## src/rtl/updown_counter.sv

```systemverilog
// updown_counter: clocked up/down event counter with modulus, wrap/saturate
// modes, synchronous clear/load, carry/borrow pulses and sticky flags.
module updown_counter #(
    parameter int     SIZE        = 8,
    parameter longint MODULUS     = 256,
    parameter bit     SATURATE    = 1'b0,
    parameter bit     EDGE_DETECT = 1'b1
) (
    input  logic            clk,
    input  logic            reset_n,
    input  logic            clear,
    input  logic            load,
    input  logic [SIZE-1:0] load_value,
    input  logic            up,
    input  logic            down,
    output logic [SIZE-1:0] value,
    output logic            carry,
    output logic            borrow,
    output logic            overflow,
    output logic            underflow,
    output logic            at_max,
    output logic            at_zero
);

    // Top of the count range. MODULUS-1 always fits in SIZE bits, so this
    // never needs a wider compare, even when MODULUS == 2^SIZE.
    localparam logic [SIZE-1:0] MAX_V = SIZE'(MODULUS - 1);
    localparam logic [SIZE-1:0] ONE   = SIZE'(1);

    generate
        if (MODULUS < 2 || MODULUS > (longint'(1) << SIZE)) begin : g_bad_modulus
            $fatal(1, "updown_counter: MODULUS out of range 2..2^SIZE");
        end
    endgenerate

    logic            r_up_q;
    logic            r_down_q;
    logic [SIZE-1:0] r_value;
    logic            r_carry;
    logic            r_borrow;
    logic            r_overflow;
    logic            r_underflow;

    logic            w_inc;
    logic            w_dec;
    logic            w_at_max;
    logic            w_at_zero;
    logic [SIZE-1:0] w_load_val;

    // Events: rising edge of up/down, or plain level when edge detection is off.
    // A load value above the range clamps to the top; comparing against MAX_V
    // instead of MODULUS keeps everything in SIZE bits.
    always_comb begin
        w_inc      = EDGE_DETECT ? (up & ~r_up_q) : up;
        w_dec      = EDGE_DETECT ? (down & ~r_down_q) : down;
        w_at_max   = (r_value == MAX_V);
        w_at_zero  = (r_value == '0);
        w_load_val = (load_value > MAX_V) ? MAX_V : load_value;
    end

    // Edge history; resets low so an up held across reset release counts once.
    always_ff @(posedge clk or negedge reset_n) begin
        if (!reset_n) begin
            r_up_q   <= 1'b0;
            r_down_q <= 1'b0;
        end else begin
            r_up_q   <= up;
            r_down_q <= down;
        end
    end

    // Count state: clear beats load beats count; inc and dec together cancel.
    always_ff @(posedge clk or negedge reset_n) begin
        if (!reset_n) begin
            r_value     <= '0;
            r_carry     <= 1'b0;
            r_borrow    <= 1'b0;
            r_overflow  <= 1'b0;
            r_underflow <= 1'b0;
        end else begin
            r_carry  <= 1'b0;
            r_borrow <= 1'b0;
            if (clear) begin
                r_value     <= '0;
                r_overflow  <= 1'b0;
                r_underflow <= 1'b0;
            end else if (load) begin
                r_value <= w_load_val;
            end else if (w_inc && !w_dec) begin
                if (w_at_max) begin
                    r_carry    <= 1'b1;
                    r_overflow <= 1'b1;
                    if (!SATURATE) r_value <= '0;
                end else begin
                    r_value <= r_value + ONE;
                end
            end else if (w_dec && !w_inc) begin
                if (w_at_zero) begin
                    r_borrow    <= 1'b1;
                    r_underflow <= 1'b1;
                    if (!SATURATE) r_value <= MAX_V;
                end else begin
                    r_value <= r_value - ONE;
                end
            end
        end
    end

    assign value     = r_value;
    assign carry     = r_carry;
    assign borrow    = r_borrow;
    assign overflow  = r_overflow;
    assign underflow = r_underflow;
    assign at_max    = w_at_max;
    assign at_zero   = w_at_zero;

endmodule

```

## config.mk

```make
export PLATFORM = sky130hd
export DESIGN_NAME = updown_counter
export DESIGN_NICKNAME = d
export VERILOG_FILES = /design/src/rtl/updown_counter.sv
export SDC_FILE = /design/constraint.sdc
export NUM_CORES = 1
export LEC_CHECK = 0
export CORE_ASPECT_RATIO = 0.5
export CORE_MARGIN = 1.5
export CORE_UTILIZATION = 35
export DETAILED_ROUTE_END_ITERATION = 12
export PLACE_DENSITY = 0.65
export SLEW_MARGIN = 15
export SYNTH_ARGS = -nofsm -noshare
export SYNTH_HDL_FRONTEND = slang
export SYNTH_SLANG_ARGS = --single-unit
```

## constraint.sdc

```tcl
create_clock -name clk -period 2.2 [get_ports clk]
set_clock_uncertainty 0.1 [all_clocks]
set_input_delay 0.44 -clock clk [delete_from_list [all_inputs] [get_ports clk]]
set_output_delay 0.44 -clock clk [all_outputs]
set_load 0.1 [all_outputs]
```

==> impl_metrics.ini <==
[yosys]
yosys_warnings = 0
synth_cell_types = 41
syn_nets = 144
avgSynthCellArea_um2 = 8.40
synth_cells = 125
synth-seq-cells = 14
yosysSeqAreaShare_pct = 33.4
syn_area_um2 = 1050
synth_flop_cell = dfrtp_1
synth_edf_count = 0
async_flop_share_pct = 100

[global_routing]
grt_pass1_vias = 1033
grtUsageTotal_pct = 19.9
grt_pass1_wl_um = 5090
antenna_found_initial = 0
grt_max_degree = 15
globalRouteOverflowTotal = 0

[cells_and_area]
layout_common_cells = 30 x buf_4, 13 x clkdlybuf4s50_1, 11 x nand2_1
final_cell_count_no_fill = 205
diodes = 0
num-fill-cells = 251
area_delta_synth_final_pct = 51.4
final_area_um2 = 1590
final_common_cell = buf_4
num-nets-final = 188
drive_above_1_share_pct = 32.7

[routing]
wl_per_cell_um = 14.6
num_vias = 1119
postRouteAntennaNets = 0
drt_iter0_markers = 62
routed_wl_um = 3000
firstDrtPassIters = 4
drc = 0
vias_per_cell = 5.46

[timing]
rsz0062_at_grt = true
max_slew_margin_pct = 63.2
finalMaxSlewViolations = 0
fin_crit_ns = 2.20
max_freq_ghz = 0.454
finalHoldViolCount = 0
setup_viol = 1
tightest_slew_ns = 0.548
setup_ws_ns = -0.000363
fin_tns_setup_ns = -0.000363
period_share_pct = 100

[run_status]
status = finished, violations left
failed_checks = negative setup slack

[critical_path]
cp_slowest_stage_delay_ns = 0.56
crit_path_cell_trace = or4_4, nor3_4, buf_12
crit_arrival_ns = 1.66
worstPathMaxFanout = 2
cp.required_ns = 1.66
cp-end-kind = output port
cp_slowest_cell = or4_4
cp-start-kind = flop
crit_type = flop to output port

[clock_tree]
clk_latency_ns = 0.25
clkSlewWorstSetupHoldPaths_ns = 0.07
cts_root_buf = clkbuf_8
clock_sinks = 14
cts_made_buffers = 3
clk_path_buf_depth = 2
ctsHoldBuffers = 0
htree_levels = 1
cts_tree = built

[placed_design]
portBuffers = 27
placedInstanceArea_um2 = 1490
gp_congestion = 0.877
pre_cts_ws_ns = 0.00363
hpwl_um = 2260
dp_cells = 196

[floorplanning]
ios = 28
core_area_um2 = 2720
dieArea_um2 = 3360
row_count = 13
dieWidth_um = 80.5
die_h_um = 41.7
start_util_pct = 38.6

[power]
ir_worst_vdd_v = 0.000273
power_leakage_nw = 0.716
p_per_area_nw_per_um2 = 655

[worst_hold_path]
hold_path.class = flop to flop

[job]
drv_cap = 0
-- through the flow --
stage / hold slack (ns) / total power [mW] / util, %
finish: 0.382 / 1.04 / 58.5
global route: 0.413 / 1.09 / 58.5
CTS: 0.389 / 1.03 / 57.3
detailed placement: 0.374 / 0.760 / 54.7
global placement: 0.366 / 0.760 / 54.7
floorplan: 0.0444 / 0.611 / -
-- metal layers --
layer | wire (um) | GRT usage, % | vias to the layer above
met2 | 1320 | 28.2 | 38
li1 | - | - | 546
met4 | 27 | 5.17 | 0
met5 | 0 | 0 | -
met1 | 1450 | 28.9 | 533
met3 | 204 | 5.93 | 2
-- worst max-delay path, delay by kind of cell, from the launching register on --
kind / cells / cell delay (ns)
and+or+nand+nor: 2 / 0.74
DFF: 1 / 0.47
buffers and inverters: 1 / 0.20
-- cell type report --
cell class | instances | area, um^2 | area share (%)
clock buffer | 4 | 55.1 | 3.46
inverter | 7 | 26.3 | 1.65
multi-input combinational | 96 | 657 | 41.3
sequential | 14 | 369 | 23.2
tap | 37 | 46.3 | 2.91
timing repair buffer | 47 | 435 | 27.4
-- cells in the mapped netlist, types with 3 or more instances --
| master | count | area, um^2 |
|---|---|---|
| and3_1 | 3 | 18.8 |
| nor3_1 | 4 | 20.0 |
| xnor2_1 | 4 | 35.0 |
| nand2b_1 | 3 | 18.8 |
| dfrtp_1 | 14 | 350 |
| clkbuf_1 | 6 | 22.5 |
| nand3_1 | 10 | 50.1 |
| o21ai_0 | 8 | 40.0 |
| ha_1 | 5 | 62.6 |
| a31oi_1 | 3 | 18.8 |
| nand2_1 | 11 | 41.3 |
| nor4_1 | 4 | 25.0 |
| nor2_1 | 5 | 18.8 |
| a21oi_1 | 7 | 35.0 |
| inv_1 | 7 | 26.3 |
-- state kept, by name (all words and copies together), names as in the netlist --
register	cells
r_down_q	1
overflow	1
borrow	1
carry	1
value	8
r_up_q	1
underflow	1
-- final timing paths --
check / startpoint / end / slack [ns] / cells past startpoint
setup / recovery: value[4]$_DFFE_PN0P_ / at_zero / -0.0004 / 3
hold / removal: overflow$_DFFE_PN0P_ / overflow$_DFFE_PN0P_ / 0.38 / 1
hold reg to reg: overflow$_DFFE_PN0P_ / overflow$_DFFE_PN0P_ / 0.38 / 1
max in group asynchronous: reset_n / value[0]$_DFFE_PN0P_ / 1.39 / 2
min in group asynchronous: reset_n / value[1]$_DFFE_PN0P_ / 0.40 / 2
setup reg to reg: value[4]$_DFFE_PN0P_ / value[7]$_DFFE_PN0P_ / 0.11 / 5
-- report_power, final --
part	internal [mW]	switching, mW	leakage [nW]	total (mW)
sequential	0.281	0.0329	0.173	0.314
combinational	0.183	0.284	0.514	0.467
clock	0.159	0.101	0.0288	0.260
total	0.622	0.418	0.716	1.04
-- cells by family after synthesis --
logic type | synth area share [%]
AOI/OAI and AO/OA | 23.0
xor gates and xnor gates | 5.01
adders and majority gates | 5.96
buffers and inverters | 6.20
DFF | 33.4
muxes | 1.07
and+or+nand+nor | 25.4
-- timing repair --
item | CTS | global route
buffers inserted | 2 | 3
pin swaps | 2 | 0
endpoints found under the setup margin | 1 | 2
gates resized for setup | 1 | 2
Power figures use the tool's default switching activity.
